[src/rtl/muldiv_pkg.sv]
// ---------------------------------------------------------------------------
// muldiv_pkg
// Shared types and helpers for the RV32M/RV64M multiply/divide unit.
//   func3_e : M-extension funct3 encodings
//   state_e : sequencer states of muldiv_unit
//   is_signed_a / is_signed_b : operand signedness for a given funct3
// ---------------------------------------------------------------------------
package muldiv_pkg;

    typedef enum logic [2:0] {
        F3_MUL    = 3'b000,
        F3_MULH   = 3'b001,
        F3_MULHSU = 3'b010,
        F3_MULHU  = 3'b011,
        F3_DIV    = 3'b100,
        F3_DIVU   = 3'b101,
        F3_REM    = 3'b110,
        F3_REMU   = 3'b111
    } func3_e;

    typedef enum logic [2:0] {
        ST_IDLE,
        ST_MUL,
        ST_DIV,
        ST_FIX,
        ST_DONE
    } state_e;

    // rs1 is treated as signed for everything except the fully unsigned ops
    function automatic logic is_signed_a(input logic [2:0] f3);
        return (f3 != F3_MULHU) && (f3 != F3_DIVU) && (f3 != F3_REMU);
    endfunction

    // rs2 is additionally unsigned for MULHSU
    function automatic logic is_signed_b(input logic [2:0] f3);
        return is_signed_a(f3) && (f3 != F3_MULHSU);
    endfunction

endpackage

[src/rtl/muldiv_unit_div_step.sv]
// ---------------------------------------------------------------------------
// div_step
// One iteration of restoring division on unsigned magnitudes.
//   rem_in       : current partial remainder (always < divisor)
//   dividend_bit : next dividend bit shifted in, MSB first
//   divisor      : divisor magnitude
//   rem_out      : partial remainder for the next iteration
//   q_bit        : quotient bit produced by this iteration
// ---------------------------------------------------------------------------
module div_step #(
    parameter int XLEN = 32
) (
    input  logic [XLEN-1:0] rem_in,
    input  logic            dividend_bit,
    input  logic [XLEN-1:0] divisor,
    output logic [XLEN-1:0] rem_out,
    output logic            q_bit
);

    logic [XLEN:0] shifted;
    logic [XLEN:0] trial;

    // Because rem_in < divisor, the shifted value is below 2*divisor, so the
    // trial difference is non-negative exactly when its top bit is clear.
    always_comb begin
        shifted = {rem_in, dividend_bit};
        trial   = shifted - {1'b0, divisor};
        q_bit   = ~trial[XLEN];
        rem_out = q_bit ? trial[XLEN-1:0] : shifted[XLEN-1:0];
    end

endmodule

[src/rtl/muldiv_unit.sv]
// ---------------------------------------------------------------------------
// muldiv_unit
// Multi-cycle M-extension execute unit (MUL/MULH/MULHSU/MULHU and
// DIV/DIVU/REM/REMU) with a start/done handshake and a kill abort.
//   clk, reset : rising-edge clock, synchronous active-high reset
//   start      : request, sampled only while busy is low
//   kill       : abort any in-flight operation (outranks start)
//   func3      : M-extension funct3, captured with start
//   a, b       : rs1/rs2 operands, captured with start
//   busy       : operation in flight, new starts are dropped
//   done       : one-cycle pulse, result valid
//   result     : last completed result, held until the next completion
// Latency: multiply 2, divide by zero / signed overflow 1, divide XLEN+2.
// ---------------------------------------------------------------------------
module muldiv_unit
    import muldiv_pkg::*;
#(
    parameter int XLEN = 32
) (
    input  logic            clk,
    input  logic            reset,
    input  logic            start,
    input  logic            kill,
    input  logic [2:0]      func3,
    input  logic [XLEN-1:0] a,
    input  logic [XLEN-1:0] b,
    output logic            busy,
    output logic            done,
    output logic [XLEN-1:0] result
);

    localparam int CW = $clog2(XLEN) + 1;
    localparam logic [XLEN-1:0] MIN_NEG = {1'b1, {(XLEN-1){1'b0}}};

    state_e          state;
    func3_e          op;
    logic [XLEN-1:0] opa;
    logic [XLEN-1:0] opb;
    logic [XLEN-1:0] rem;
    logic            neg_q;
    logic            neg_r;
    logic [CW-1:0]   cnt;

    logic            div_signed;
    logic            b_zero;
    logic            overflow;
    logic [XLEN-1:0] a_mag;
    logic [XLEN-1:0] b_mag;
    logic [XLEN-1:0] special_res;

    // Decode of the incoming request: magnitudes for the divider and the
    // results of the cases that complete without iterating.
    always_comb begin
        div_signed  = func3[2] & ~func3[0];
        b_zero      = (b == '0);
        overflow    = div_signed && (a == MIN_NEG) && (b == '1);
        a_mag       = (div_signed && a[XLEN-1]) ? -a : a;
        b_mag       = (div_signed && b[XLEN-1]) ? -b : b;
        if (b_zero)
            special_res = func3[1] ? a : '1;
        else
            special_res = func3[1] ? '0 : a;
    end

    logic signed [XLEN:0]     mul_a;
    logic signed [XLEN:0]     mul_b;
    logic signed [2*XLEN+1:0] prod;
    logic [1:0]               unused_prod_top;
    logic [XLEN-1:0]          mul_res;

    // Each operand is widened by one bit (sign or zero) so a single signed
    // multiplier covers all three signedness combinations.
    always_comb begin
        mul_a   = {is_signed_a(op) & opa[XLEN-1], opa};
        mul_b   = {is_signed_b(op) & opb[XLEN-1], opb};
        prod    = (2*XLEN+2)'(mul_a) * (2*XLEN+2)'(mul_b);
        mul_res = (op == F3_MUL) ? prod[XLEN-1:0] : prod[2*XLEN-1:XLEN];
    end

    assign unused_prod_top = prod[2*XLEN+1:2*XLEN];

    logic [XLEN-1:0] rem_next;
    logic            q_bit;

    div_step #(.XLEN(XLEN)) u_div_step (
        .rem_in       (rem),
        .dividend_bit (opa[XLEN-1]),
        .divisor      (opb),
        .rem_out      (rem_next),
        .q_bit        (q_bit)
    );

    logic [XLEN-1:0] quot_signed;
    logic [XLEN-1:0] rem_signed;
    logic [XLEN-1:0] fix_res;

    // Sign restoration once the magnitudes are divided; funct3 bit 1
    // distinguishes the remainder ops from the quotient ops.
    always_comb begin
        quot_signed = neg_q ? -opa : opa;
        rem_signed  = neg_r ? -rem : rem;
        fix_res     = op[1] ? rem_signed : quot_signed;
    end

    assign busy = (state == ST_MUL) || (state == ST_DIV) || (state == ST_FIX);

    // Sequencer. During DIV the dividend register shifts left and collects
    // quotient bits at the bottom, so after XLEN steps opa holds the quotient
    // and rem holds the remainder.
    always_ff @(posedge clk) begin
        if (reset) begin
            state  <= ST_IDLE;
            done   <= 1'b0;
            result <= '0;
            cnt    <= '0;
            op     <= F3_MUL;
            opa    <= '0;
            opb    <= '0;
            rem    <= '0;
            neg_q  <= 1'b0;
            neg_r  <= 1'b0;
        end else if (kill) begin
            state <= ST_IDLE;
            done  <= 1'b0;
        end else begin
            done <= 1'b0;
            case (state)
                ST_IDLE, ST_DONE: begin
                    state <= ST_IDLE;
                    if (start) begin
                        op <= func3_e'(func3);
                        if (!func3[2]) begin
                            state <= ST_MUL;
                            opa   <= a;
                            opb   <= b;
                        end else if (b_zero || overflow) begin
                            state  <= ST_DONE;
                            done   <= 1'b1;
                            result <= special_res;
                        end else begin
                            state <= ST_DIV;
                            opa   <= a_mag;
                            opb   <= b_mag;
                            rem   <= '0;
                            cnt   <= CW'(XLEN);
                            neg_q <= div_signed & (a[XLEN-1] ^ b[XLEN-1]);
                            neg_r <= div_signed & a[XLEN-1];
                        end
                    end
                end
                ST_MUL: begin
                    result <= mul_res;
                    done   <= 1'b1;
                    state  <= ST_DONE;
                end
                ST_DIV: begin
                    rem <= rem_next;
                    opa <= {opa[XLEN-2:0], q_bit};
                    cnt <= cnt - CW'(1);
                    if (cnt == CW'(1))
                        state <= ST_FIX;
                end
                ST_FIX: begin
                    result <= fix_res;
                    done   <= 1'b1;
                    state  <= ST_DONE;
                end
                default: state <= ST_IDLE;
            endcase
        end
    end

endmodule

[config.mk]
export PLATFORM = sky130hd
export DESIGN_NAME = muldiv_unit
export DESIGN_NICKNAME = d
export VERILOG_FILES = /design/src/rtl/muldiv_pkg.sv /design/src/rtl/muldiv_unit_div_step.sv /design/src/rtl/muldiv_unit.sv
export SDC_FILE = /design/constraint.sdc
export NUM_CORES = 2
export LEC_CHECK = 0
export BUFFER_PORTS_ARGS = -buffer_cell sky130_fd_sc_hd__clkbuf_2
export CORE_MARGIN = 5
export CORE_UTILIZATION = 67
export CTS_CLUSTER_SIZE = 24
export DETAILED_ROUTE_END_ITERATION = 8
export GPL_TIMING_DRIVEN = 0
export PLACE_DENSITY = 0.84
export SLEW_MARGIN = 25
export SYNTH_ARGS = -nofsm -noshare
export SYNTH_HDL_FRONTEND = slang
export SYNTH_SLANG_ARGS = --single-unit
export TNS_END_PERCENT = 5
[constraint.sdc]
create_clock -name clk -period 9.3 [get_ports clk]
set_input_delay 0.465 -clock clk [delete_from_list [all_inputs] [get_ports clk]]
set_output_delay 0.465 -clock clk [all_outputs]
set_load 0.02 [all_outputs]
# Yosys cells after proc, flatten, opt, wreduce, memory -nomap -nowiden

Index checks and enable logic that the tools add are counted.

$add $sub $neg: 6
Multipliers: 1
Eq/ne operators: 18
Muxes and demuxes: 37
Bitwise logic cells: 10
Reductions and logical operators: 24

Operators with widths:

| cell                   | number |
|---|---|
| $mux W32               | 21 |
| $neg A32 Y32           | 4 |
| $pmux W32 S2           | 2 |
| $pmux W32 S3           | 1 |
| $eq A32 B32 Y1 const B | 2 |
| $mul A33 B33 Y64       | 1 |
| $sub A33 B32 Y33       | 1 |
| $logic_not A32 Y1      | 1 |
| $mux W6                | 3 |
| $reduce_and A5 Y1      | 3 |
| $mux W3                | 4 |
| $pmux W6 S2            | 1 |
| $ne A2 B2 Y1 const B   | 5 |
| $ne A3 B3 Y1 const B   | 3 |
| $pmux W3 S3            | 1 |
| $reduce_and A4 Y1      | 2 |
| $logic_and A1 B1 Y1    | 7 |
| $eq A3 B2 Y1 const B   | 2 |
| $eq A6 B1 Y1 const B   | 1 |
| $logic_not A3 Y1       | 2 |
| $ne A3 B2 Y1 const B   | 2 |
| $reduce_or A2 Y1       | 3 |
| $sub A6 B1 Y6 const B  | 1 |
| $and A1 B1 Y1          | 5 |
| 11 further kinds       | 18 |

Register bits after elaboration: 143
Bits of input ports: 71
Output and inout bits: 34
Word-level logic and storage cells: 106

# Depth between registers and ports, before layout

Depth in word-level cells: 9
Gate-level depth with buffers: 33
Mapped depth without buffers: 30

# By module

A second synthesis with hierarchy kept.

Cells, all modules: 5835
Area total of the unflattened synthesis: 49645.1 um^2

By module, submodules not included:

| module      | instances | cells an instance | area each (um^2) | sequential area each (um^2) |
|---|---|---|---|---|
| muldiv_unit | 1         | 5530              | 47286.6          | 2862.7 |
| div_step    | 1         | 305               | 2358.5           | 0.0 |

# Worst setup path before layout

Ideal clock, no wire load.

Path type: register to register
From: register op[1]
To: register result[29]
Setup time: 0.123 ns
Arrival: 8.324 ns
Data required time: 9.177 ns
Setup slack: 0.853 ns
Stages on the path, launching flop included: 31
Buffers on the path: 3
Clock period less this slack: 8.447 ns
Cell sequence: dfxtp_1 o21ai_0 and2_1 clkbuf_1 clkbuf_1 nand2_1 fa_1 inv_1 fa_1 fa_1 inv_1 fa_1 inv_1 fa_1 fa_1 fa_1 inv_1 fa_1 inv_1 ha_1 clkbuf_1 a21o_1 a21o_1 a21oi_1 a31o_2 o21ai_0 a21oi_1 o21ai_0 xnor2_1 a221oi_1 nor2_1

Longest elaborated chain between the ends: 8
Elaborated cells between the ends (all ways): 14
Those cells by class: mul (1); eq/ne (4); mux (3); bitwise (2); reduce/logical (4)

Ends and longest elaborated chain:

| element                                             | RTL line           | source |
|---|---|---|
| from (decl)                                         | muldiv_unit.sv:36  | `func3_e op;` |
| from (signal assigned)                              | muldiv_unit.sv:131 | `op <= func3_e'(func3);` |
| $ne A3 B2 Y1 / $ne A3 B3 Y1 (equally long branches) | muldiv_pkg.sv:31   | `return (f3 != F3_MULHU) && (f3 != F3_DIVU) && (f3 != F3_REMU);` |
| $logic_and A1 B1 Y1 (2 in a row)                    | muldiv_pkg.sv:31   |  |
| $logic_and A1 B1 Y1                                 | muldiv_pkg.sv:36   | `return is_signed_a(f3) && (f3 != F3_MULHSU);` |
| $and A1 B1 Y1                                       | muldiv_unit.sv:75  | `mul_b = {is_signed_b(op) & opb[XLEN-1], opb};` |
| $mul A33 B33 Y64                                    | muldiv_unit.sv:76  | `prod = (2*XLEN+2)'(mul_a) * (2*XLEN+2)'(mul_b);` |
| $mux W32                                            | muldiv_unit.sv:77  | `mul_res = (op == F3_MUL) ? prod[XLEN-1:0] : prod[2*XLEN-1:XLEN];` |
| $pmux W32 S3 *                                      | muldiv_unit.sv:127 | `case (state)` |
| to (signal assigned)                                | muldiv_unit.sv:139 | `result <= special_res;` |
| to (signal assigned)                                | muldiv_unit.sv:152 | `result <= mul_res;` |
| to (signal assigned)                                | muldiv_unit.sv:164 | `result <= fix_res;` |
| to (decl)                                           | muldiv_unit.sv:29  | `output logic [XLEN-1:0] result` |

Every way passes the cells marked *; elsewhere a longest branch is shown, timed or not.
A chain may end at the register's enable or synchronous reset.

# Worst setup path in the final report

From: register opb[21]
To: register result[26]

Longest elaborated chain between the ends: 3

Ends and longest elaborated chain:

| element                | RTL line           | source |
|---|---|---|
| from (decl)            | muldiv_unit.sv:38  | `logic [XLEN-1:0] opb;` |
| from (signal assigned) | muldiv_unit.sv:143 | `opb <= b_mag;` |
| $mul A33 B33 Y64       | muldiv_unit.sv:76  |  |
| $mux W32               | muldiv_unit.sv:77  |  |
| $pmux W32 S3           | muldiv_unit.sv:127 |  |

Every way passes these cells.

==> impl_metrics.env <==
export IMPL_status="finished, violations left"
export IMPL_violations="setup timing"
export IMPL_insertion_delay_ns=0.45
export IMPL_crit_slowest_cell="dfxtp_1"
export IMPL_synth_xor_area_share_pct=3.893
export IMPL_final_cell_mix="inv_1 (1254), fa_1 (1121), nand2_1 (940)"
export IMPL_synthCells=5861
export IMPL_max_cap_violations=0
export IMPL_drtPass1Iterations=7
export IMPL_drive_gt1_share_pct=5.516
export IMPL_max_clock_path_buffers=2
export IMPL_n_fill_cell=5780
export IMPL_dpl_instance_area_um2=51040
export IMPL_skew_ns=0.01803
export IMPL_worstSetupPathType="flip-flop to flip-flop"
export IMPL_setup_ws_ns=-0.004735
export IMPL_antenna_found_initial=21
export IMPL_reg2regPathDepth=27
export IMPL_path_common_cell="fa_1"
export IMPL_grt_pass1_wl_um=287700
export IMPL_gp_congestion=1.131
export IMPL_routed_via_count=44430
export IMPL_htreeDepth=4
export IMPL_ys_ff_latch=143
export IMPL_synth_seq_area_share_pct=5.810
export IMPL_hp_class="input port to flip-flop"
export IMPL_nNetsFinal=7419
export IMPL_synth_compound_area_share_pct=9.403
export IMPL_synth_fp_nets=7310
export IMPL_synth_edf_count=0
export IMPL_stdcell_area_um2=51920
export IMPL_finalCritPeriodShare_pct=100.1
export IMPL_viasPerCell=6.393
export IMPL_rows=99
export IMPL_cp_num_cells=27
export IMPL_muxShareOfSynthArea_pct=0.2438
export IMPL_drt_initial_drc_count=5884
export IMPL_grt_use_total_pct=50.37
export IMPL_period_minus_slack_ns=9.305
export IMPL_hold_slack_ns=0.2811
export IMPL_die_y_um=281.2
export IMPL_cts_clk_slew_worst_paths_ns=0.08
export IMPL_core_area_um2=72960
export IMPL_synth_adder_area_share_pct=52.57
export IMPL_cts_sinks=143
export IMPL_finalHoldViolCount=0
export IMPL_vdd_ir_drop_max_v=0.0003843
export IMPL_max_slew_margin_pct=24.37
export IMPL_tns_ns=-0.004735
export IMPL_drc_errors=0
export IMPL_synth_flop_cell="dfxtp_1"
export IMPL_critPathCaptureType="flip-flop"
export IMPL_clock_fmax_ghz=0.1075
export IMPL_crit_buf_inv=6
export IMPL_drv_slew=0
export IMPL_ys_types=85
export IMPL_layout_commonest_cell="inv_1"
export IMPL_wire_per_inst_um=28.46
export IMPL_detailed_place_hpwl_um=163800
export IMPL_final_util_pct=71.17
export IMPL_grt_pass1_vias=45010
export IMPL_async_flop_share_pct=0
export IMPL_cp_required_ns=9.61
export IMPL_worstPathArrival_ns=9.62
export IMPL_rsz0062_at_grt="yes"
export IMPL_power_density_nw_per_um2=105.6
export IMPL_yosys_warnings=0
export IMPL_area_growth_pct=5.375
export IMPL_tightest_slew_ns=1.135
export IMPL_die_x_um=281.2
export IMPL_cts_tree="done"
export IMPL_io_buffers=101
export IMPL_grt_max_degree=25
export IMPL_cpLargestDelayFamily="adder cells"
export IMPL_dieArea_um2=79070
export IMPL_whs_path_depth=3
export IMPL_postSynthAreaPerCell_um2=8.407
export IMPL_power_leakage_nw=25.01
export IMPL_numCtsBuffers=17
export IMPL_start_util_pct=67.54
export IMPL_synth_area_um2=49280
export IMPL_cpPeakStageDelay_ns=0.94
export IMPL_regArea_um2=2872
export IMPL_wl_um=197800
export IMPL_ant_nets=0
export IMPL_gr_total_overflow=0
export IMPL_synth_top_family_by_area="adder cells"
export IMPL_multi_input_area_um2=40390
export IMPL_cp_max_fo=10
export IMPL_startpoint_type="flip-flop"
export IMPL_setup_viol=1
export IMPL_synthSimpleGateAreaFrac_pct=15.63
export IMPL_cts_root_buffer="clkbuf_16"
export IMPL_io_pins=105
## worst paths after layout
kind	start	end	slack, ns
worst min register to register	result[15]	result[15]	0.48
worst min-delay path	func3[0]	op[0]	0.28
worst max register to register	opb[21]	result[26]	-0.005
worst max-delay path	opb[21]	result[26]	-0.005
## power breakdown
| part | internal, mW | switching (mW) |
|---|---|---|
| clock | 0.383 | 0.344 |
| combinational | 1.30 | 2.75 |
| sequential | 0.636 | 0.0610 |
| total | 2.32 | 3.16 |
## cells in the mapped netlist (all sizes together) (11+ instances only)
cell | n | share of area [%]
inv | 1256 | 9.6
clkbuf | 292 | 2.2
o31ai | 34 | 0.52
nand4 | 25 | 0.32
buf | 70 | 0.65
and2 | 238 | 3.0
mux2i | 12 | 0.24
or3 | 16 | 0.20
o21a | 11 | 0.17
a211oi | 80 | 1.2
a21o | 49 | 0.75
o21ai | 169 | 1.7
maj3 | 21 | 0.43
nor4 | 15 | 0.20
xor2 | 99 | 1.8
or2 | 16 | 0.20
a21oi | 223 | 2.3
fa | 1126 | 46
nor3 | 47 | 0.50
xnor2 | 120 | 2.1
nor2 | 318 | 2.4
o211ai | 25 | 0.38
ha | 252 | 6.4
and3 | 22 | 0.28
nor2b | 16 | 0.20
nand2b | 17 | 0.22
o41ai | 15 | 0.27
dfxtp | 143 | 5.8
or4 | 16 | 0.26
nand3 | 34 | 0.35
o21bai | 11 | 0.17
nand2 | 941 | 7.2
a31oi | 24 | 0.32
## through the flow
stage | total power [mW] | cells | setup slack [ns]
2_1_floorplan | 3.065 | 5861 | 0.8534
3_3_place_gp | 4.433 | 6921 | -1.771
3_5_place_dp | 4.519 | 6924 | -1.618
4_1_cts | 5.273 | 6950 | -0.05603
5_1_grt | 5.717 | 6942 | -0.04624
6_report | 5.483 | 6950 | -0.004735
## cell families (layout without fill, tap and decap cells)
logic type	Yosys count	in the layout
AND/OR/NAND/NOR	1736	1736
other	0	8
XOR/XNOR	219	219
AO/OA/AOI/OAI	732	733
buffers and inverters	1620	1741
flip-flops	143	143
multiplexers	12	12
adder cells (fa/ha/maj)	1399	1399
## timing repair
item / in CTS / in global routing
pin swaps: 1 / 2
setup endpoints to repair: 28 / 19
gates resized for setup: 88 / 128
cloned: 0 / 1
buffers inserted: 3 / 1
hold buffers: 0 / 0
## registers in the layout, indices dropped and copies added (netlist names)
name	count
done	1
neg_q	1
rem	32
op	3
cnt	6
state	3
neg_r	1
result	32
opb	32
opa	32
## worst reg2reg max path, cell delays in order (launching register included)
cell and delay (ns):
dfxtp_1 0.94, clkbuf_2 0.61, nand2_1 0.16, fa_1 0.55, inv_1 0.05, fa_1 0.45
fa_1 0.51, fa_1 0.55, inv_1 0.05, fa_1 0.47, inv_1 0.06, fa_1 0.47
inv_1 0.05, fa_1 0.47, inv_1 0.05, fa_1 0.63, ha_1 0.33, a21oi_1 0.26
o21ai_0 0.20, a21o_1 0.22, a21oi_1 0.14, o21ai_0 0.13, a31oi_2 0.45, o21ai_2 0.23
a31oi_1 0.38, mux2i_1 0.19, a221oi_1 0.48, nor3_1 0.08
## area by class of cell
cell class                      instances  share of cell area [%]
Timing Repair Buffer                  108                   1.070
Multi-Input combinational cell       4099                   77.79
Inverter                             1258                   9.108
Tap cell                              959                   2.311
Clock inverter                         15                  0.3229
Clock buffer                           17                  0.8193
Buffer                                343                   3.010
Antenna cell                            8                 0.03855
Sequential cell                       143                   5.530
## layer usage
| layer | GRT usage (%) | routed length (µm) | share of wire (%) | vias to the layer above |
|---|---|---|---|---|
| li1 | - | - | - | 17940 |
| met1 | 62.92 | 67170 | 34 | 21940 |
| met2 | 70.12 | 79570 | 40 | 3563 |
| met3 | 22.01 | 31450 | 16 | 979 |
| met4 | 35.67 | 19480 | 9.9 | 12 |
| met5 | 0 | 98 | 0.050 | - |
Power figures use the tool's default switching activity.
